===== src/rtl/cpu_run_ctrl.sv =====
// Run controller for single_cycle_cpu: sequences CPU reset, runs against a cycle budget,
// and stops the core on ebreak retire or timeout, reporting pass/fail from a0.
module cpu_run_ctrl #(
    parameter int RST_CYCLES  = 2,
    parameter int MAX_CYCLES  = 4995,
    parameter int HALT_CYCLES = 1,
    parameter int CNT_W       = 32
) (
    input  logic             clk,
    input  logic             rst,
    input  logic             start,
    input  logic             ebreak,
    input  logic [31:0]      a0,
    output logic             cpu_rst,
    output logic             cpu_halt,
    output logic             busy,
    output logic             done,
    output logic             pass,
    output logic             timeout,
    output logic [CNT_W-1:0] cycles
);

    typedef enum logic [2:0] {IDLE, RESET, RUN, HALT, DONE} state_t;

    localparam logic [CNT_W-1:0] MAX_LAST  = CNT_W'(MAX_CYCLES - 1);
    localparam logic [15:0]      RST_LAST  = 16'(RST_CYCLES - 1);
    localparam logic [15:0]      HALT_LAST = 16'(HALT_CYCLES - 1);

    state_t           state, state_d;
    logic [15:0]      ph_cnt, ph_cnt_d;
    logic             cpu_rst_d, cpu_halt_d, busy_d, done_d, pass_d, timeout_d;
    logic [CNT_W-1:0] cycles_d;

    always_ff @(posedge clk) begin
        if (rst) begin
            state    <= IDLE;
            ph_cnt   <= '0;
            cpu_rst  <= 1'b1;
            cpu_halt <= 1'b0;
            busy     <= 1'b0;
            done     <= 1'b0;
            pass     <= 1'b0;
            timeout  <= 1'b0;
            cycles   <= '0;
        end else begin
            state    <= state_d;
            ph_cnt   <= ph_cnt_d;
            cpu_rst  <= cpu_rst_d;
            cpu_halt <= cpu_halt_d;
            busy     <= busy_d;
            done     <= done_d;
            pass     <= pass_d;
            timeout  <= timeout_d;
            cycles   <= cycles_d;
        end
    end

    always_comb begin
        state_d    = state;
        ph_cnt_d   = ph_cnt;
        cpu_rst_d  = cpu_rst;
        cpu_halt_d = cpu_halt;
        busy_d     = busy;
        done_d     = done;
        pass_d     = pass;
        timeout_d  = timeout;
        cycles_d   = cycles;
        case (state)
            IDLE, DONE: begin
                if (start) begin
                    state_d    = RESET;
                    ph_cnt_d   = '0;
                    cpu_rst_d  = 1'b1;
                    cpu_halt_d = 1'b0;
                    busy_d     = 1'b1;
                    done_d     = 1'b0;
                    pass_d     = 1'b0;
                    timeout_d  = 1'b0;
                    cycles_d   = '0;
                end
            end
            RESET: begin
                if (ph_cnt == RST_LAST) begin
                    state_d   = RUN;
                    ph_cnt_d  = '0;
                    cpu_rst_d = 1'b0;
                end else begin
                    ph_cnt_d = ph_cnt + 16'd1;
                end
            end
            RUN: begin
                // The terminating cycle is counted, so the compare uses the pre-increment value
                if (cycles != '1) cycles_d = cycles + 1'b1;
                if (ebreak) begin
                    state_d    = HALT;
                    ph_cnt_d   = '0;
                    pass_d     = (a0 == 32'd0);
                    timeout_d  = 1'b0;
                    cpu_halt_d = 1'b1;
                end else if (cycles == MAX_LAST) begin
                    state_d    = HALT;
                    ph_cnt_d   = '0;
                    pass_d     = 1'b0;
                    timeout_d  = 1'b1;
                    cpu_halt_d = 1'b1;
                end
            end
            HALT: begin
                if (ph_cnt == HALT_LAST) begin
                    state_d = DONE;
                    busy_d  = 1'b0;
                    done_d  = 1'b1;
                end else begin
                    ph_cnt_d = ph_cnt + 16'd1;
                end
            end
            default: state_d = IDLE;
        endcase
    end

endmodule


===== config.mk =====
export PLATFORM = sky130hd
export DESIGN_NAME = cpu_run_ctrl
export DESIGN_NICKNAME = d
export VERILOG_FILES = /design/src/rtl/cpu_run_ctrl.sv
export SDC_FILE = /design/constraint.sdc
export NUM_CORES = 1
export LEC_CHECK = 0
export ABC_CLOCK_PERIOD_IN_PS = 6800
export CORE_MARGIN = 2
export CORE_UTILIZATION = 47
export DETAILED_ROUTE_END_ITERATION = 7
export HOLD_SLACK_MARGIN = 0.06
export PLACE_DENSITY = 0.74
export SLEW_MARGIN = 40
export SYNTH_ARGS = -nofsm -noshare
export SYNTH_HDL_FRONTEND = slang
export SYNTH_SLANG_ARGS = --single-unit

===== constraint.sdc =====
create_clock -name clk -period 6.8 [get_ports clk]
set_clock_uncertainty 0.2 [all_clocks]
set_input_delay 1.36 -clock clk [delete_from_list [all_inputs] [get_ports clk]]
set_output_delay 1.36 -clock clk [all_outputs]
set_load 0.05 [all_outputs]

Word level (Yosys, flattened, before mapping)
Cells that the tools add are included.

Add/subtract/negate cells: 2. Multipliers: 0. Divide/modulo/power cells: 0. Order comparisons: 0. Equal/unequal tests: 13. Shift-type cells: 0. Muxes and demuxes: 31. Bitwise gates (word level): 0. Reductions and logical operators: 14.

Operator list (count): $mux W16 (5); $mux W32 (2); $pmux W16 S4 (1); $pmux W32 S2 (1); $add A32 B1 Y32 const B (1); $eq A32 B13 Y1 const B (1); $logic_not A32 Y1 (1); $ne A32 B32 Y1 const B (1); $add A16 B1 Y16 const B (1); $eq A16 B1 Y1 const B (1); $logic_not A16 Y1 (1); $mux W3 (5); $pmux W1 S2 (6); $pmux W3 S4 (1); $reduce_and A3 Y1 (4); $mux W1 (10); $ne A2 B2 Y1 const B (5); $reduce_and A4 Y1 (2); $eq A3 B2 Y1 const B (2); $reduce_bool A2 Y1 (3); $reduce_bool A4 Y1 (1); $eq A3 B1 Y1 const B (1); $eq A3 B3 Y1 const B (1); $logic_not A3 Y1 (1); 2 further kinds (2).

Register bits after elaboration: 57. Bits in latches: 0. Memory bits (writable): 0. Memory bits (read-only): 0. Bits of input ports: 36. Output and inout bits: 38. Logic and storage cells: 69. Memories: 0.

Depth between registers and ports, before layout
Depth after elaboration: 4. Depth in mapped cells: 8. Depth with buffers taken out: 7.

Worst setup path after synthesis
Ideal clock, no wire load.

Path type: input-to-reg. Start point: input port start. End point: register cycles[23]. Setup time: 70 ps. Arrival time: 2632 ps. Data required time: 6530 ps. Path slack: 3898 ps. Stages: 6. Buffers on the path: 1. Cell sequence: nand2b_4 -> a2111oi_4 -> o311ai_2 -> buf_2 -> or3_1 -> a21oi_1.

Cells in the longest elaborated chain, start to end: 2.

Ends and longest elaborated chain: start: declaration (line 11) `input logic start,`; $ne A2 B2 Y1 (no source line); $reduce_and A3 Y1 (no source line); end signal: assignment (line 54) `cycles <= cycles_d;`; end: declaration (line 20) `output logic [CNT_W-1:0] cycles`.

Every way passes these cells. A chain may end at the register's enable or synchronous reset.

==> flow_summary.ini <==
[synthesis]
synth_area_per_cell_sq_um = 7.93
yosys.area.top_type = dfxtp_1
async_flop_share_pct = 0
yosysTopAreaCellShare_pct = 36.4
synth-edff-count = 0
ys_seq_area_share_pct = 36.4
syn_nets = 436
synth-seq-cells = 57
ys_warn_count = 0
yosysMostFrequentCell = dfxtp_1
yosys-top-cells-count = dfxtp_1, nand2_1, a21oi_1, o21ai_0, or3_1
synthFlopType = dfxtp_1
synthTopCellsByArea = dfxtp_1, a21oi_1, o21ai_0
netlist_instances = 395
syn-cell-area_sq_mm = 0.00313
yosys.cell_types.count = 53

[global_routing]
antenna_found_initial = 0
grt_start_max_net_pins = 31
met1_usage_pct = 31.8
grt_overflow = 0
groute.usage.overall_pct = 24.0
grt_pass1_wl_microns = 14400
grt_pass1_vias = 3059
grt.met2_usage_pct = 39.2
grt_use_met3_pct = 3.95
busiest_layer = met2

[final_layout]
antenna_cells = 0
ff_latch_area_sq_mm = 0.00114
synthToLayoutAreaGrowth_pct = 31.1
fin_area_sq_mm = 0.00411
final_nets = 505
drive_above_1_share_pct = 6.41
multiInputGateArea_sq_mm = 0.00191
n_fill_cell = 574

[cts]
cts_sinks = 57
clkTransAtPathRegs_ns = 0.06
cts_made_buffers = 9
holdBufCountCts = 0
cts_tree = done
cts_root_buf = clkbuf_8
post_cts_buffers = 0
ctsResizeCount = 0
clk_latency_ns = 0.34
h-tree-depth = 3
clockBufferDepth = 2

[worst_setup_path]
crit_buf_inv = 2
endpoint_kind = flop
crit_chain = clkdlybuf4s50_1 > inv_1 > nand2_2 > or4_1 > o21ai_0
cp_max_fo = 30
slowest_stage = clkdlybuf4s50_1
r2r_cells = 5
crit_family = buffers and inverters
cp_slowest_stage_delay_ns = 0.77
critPathKind = in2reg
crit_required_ns = 6.86
start_kind = primary input
arrival_ns = 3.92
crit_cells = 5

[floorplanning]
initial_utilization_pct = 49.0
fp-row-count = 29
core_area_sq_mm = 0.00639
die_w_microns = 85.6
die_h_microns = 85.6
dieArea_sq_mm = 0.00733
io_pins = 74

[sta]
worst_pin_slew_ns = 0.757
period_needed_ns = 3.86
period_share_pct = 56.7
max_freq_ghz = 0.259
setup_viol = 0
rsz0062_at_grt = false
maxSlewViolCount = 0
finalHoldViolations = 0
fin_tns_setup_ns = 0
relSlewSlack_pct = 49.2

[drt]
drtPass1Iterations = 4
routed_wl_microns = 8440
viasPerCell = 6.12
vias = 3335
dr.first_iter.drc_count = 142
drc = 0
ant_nets = 0
avgRoutedWirePerCell_microns = 15.5

[run]
maxCapViolCount = 0

[hold_path]
hold_path.class = reg2reg
hold_path_depth = 2

[power]
p_leak_uw = 0.00125
p_per_area_mw_per_mm2 = 186
max-vdd-ir-drop_mv = 0.129

[place]
placed_area_sq_mm = 0.00390
globalplace.congestion = 0.875
io_buffers = 73
dp_hpwl_microns = 6150

[status]
status = finished clean
registers in the layout, indices dropped and copies added (netlist names):
| signal | count |
|---|---|
| state | 3 |
| cycles | 32 |
| cpu_halt | 1 |
| cpu_rst | 1 |
| timeout | 1 |
| done | 1 |
| busy | 1 |
| pass | 1 |
| ph_cnt | 16 |
report_power, final:
part / total (uW) / leakage, uW / switching [uW] / internal [uW]
Combinational: 97.7 / 0.000686 / 57.9 / 39.8
Clock: 320 / 0.000102 / 134 / 186
Sequential: 346 / 0.000460 / 7.78 / 339
Total: 764 / 0.00125 / 200 / 564
per-layer routing:
metal / vias up / part of all wire (%) / routed length (microns)
li1: 1648 / - / -
met2: 82 / 50 / 4200
met1: 1589 / 44 / 3750
met4: 0 / 1.7 / 142
met3: 16 / 4.1 / 348
met5: - / 0 / 0
layout make-up:
| class | count | share of cell area [%] |
|---|---|---|
| flip-flops and latches | 57 | 27.8 |
| well taps | 77 | 2.35 |
| inverters | 9 | 0.823 |
| clock inverters | 3 | 0.975 |
| clock buffers | 12 | 3.78 |
| repair buffers | 73 | 17.8 |
| multi-input cells | 314 | 46.5 |
placed cells by master, fill, tap and decap left out, types with 2 or more instances in the layout:
cell	Yosys	final
nor4_1	16	16
o311ai_0	2	2
nand2b_1	4	4
or3_1	26	26
clkinv_2	0	2
o21a_1	2	2
a32oi_1	3	3
or3b_2	2	2
clkdlybuf4s50_1	0	73
nand2_1	42	41
a31oi_1	3	3
nand4_1	17	17
ha_1	5	5
and4_1	5	5
and2_1	4	4
dfxtp_1	57	57
o211ai_1	7	7
nor2b_1	2	2
xnor2_1	3	3
nor2_1	22	21
a41oi_1	2	2
o21ai_0	35	35
a21oi_2	1	2
or2_2	2	2
a211oi_1	6	6
nand3_1	23	23
o31ai_1	3	3
inv_1	9	9
a21oi_1	35	34
clkbuf_8	0	11
nor3_1	6	6
and3_1	8	8
a311oi_1	4	4
o31ai_2	2	2
or4_1	5	5
worst reg2reg max path, stage by stage (launching register included):
cell and delay (ns):
dfxtp_1 0.45, and4_1 0.32, nand4_1 0.54, o31ai_2 0.86, o21ai_0 0.20, a21oi_1 0.15
final timing paths:
kind	start	to	slack, ns
max	rst	cycles[29]	2.94
min	done	done	0.27
max reg2reg	cycles[17]	cycles[19]	4.02
min reg2reg	done	done	0.27
per-stage QoR:
stage / std cells / hold slack [ns] / util (%) / worst slack, ns / power (uW)
global route: 545 / 0.287 / 64.3 / 2.77 / 798
CTS: 545 / 0.266 / 64.1 / 2.96 / 769
floorplan: 395 / 0.265 / - / 3.90 / 411
global placement: 530 / 0.247 / 60.9 / 2.35 / 448
finish: 545 / 0.268 / 64.3 / 2.94 / 764
detailed placement: 530 / 0.257 / 61.0 / 2.63 / 450
kinds of logic (layout without fill, tap and decap cells):
logic type / count (synthesis) / in the layout / synth area share [%]
multiplexers: 1 / 1 / 0.320
buffers and inverters: 24 / 97 / 3.24
AND/OR/NAND/NOR: 190 / 190 / 33.1
flip-flops: 57 / 57 / 36.4
adder cells (fa/ha/maj): 5 / 5 / 2.00
XOR/XNOR: 4 / 4 / 1.12
AO/OA/AOI/OAI: 114 / 114 / 23.8
Power figures use the tool's default switching activity.
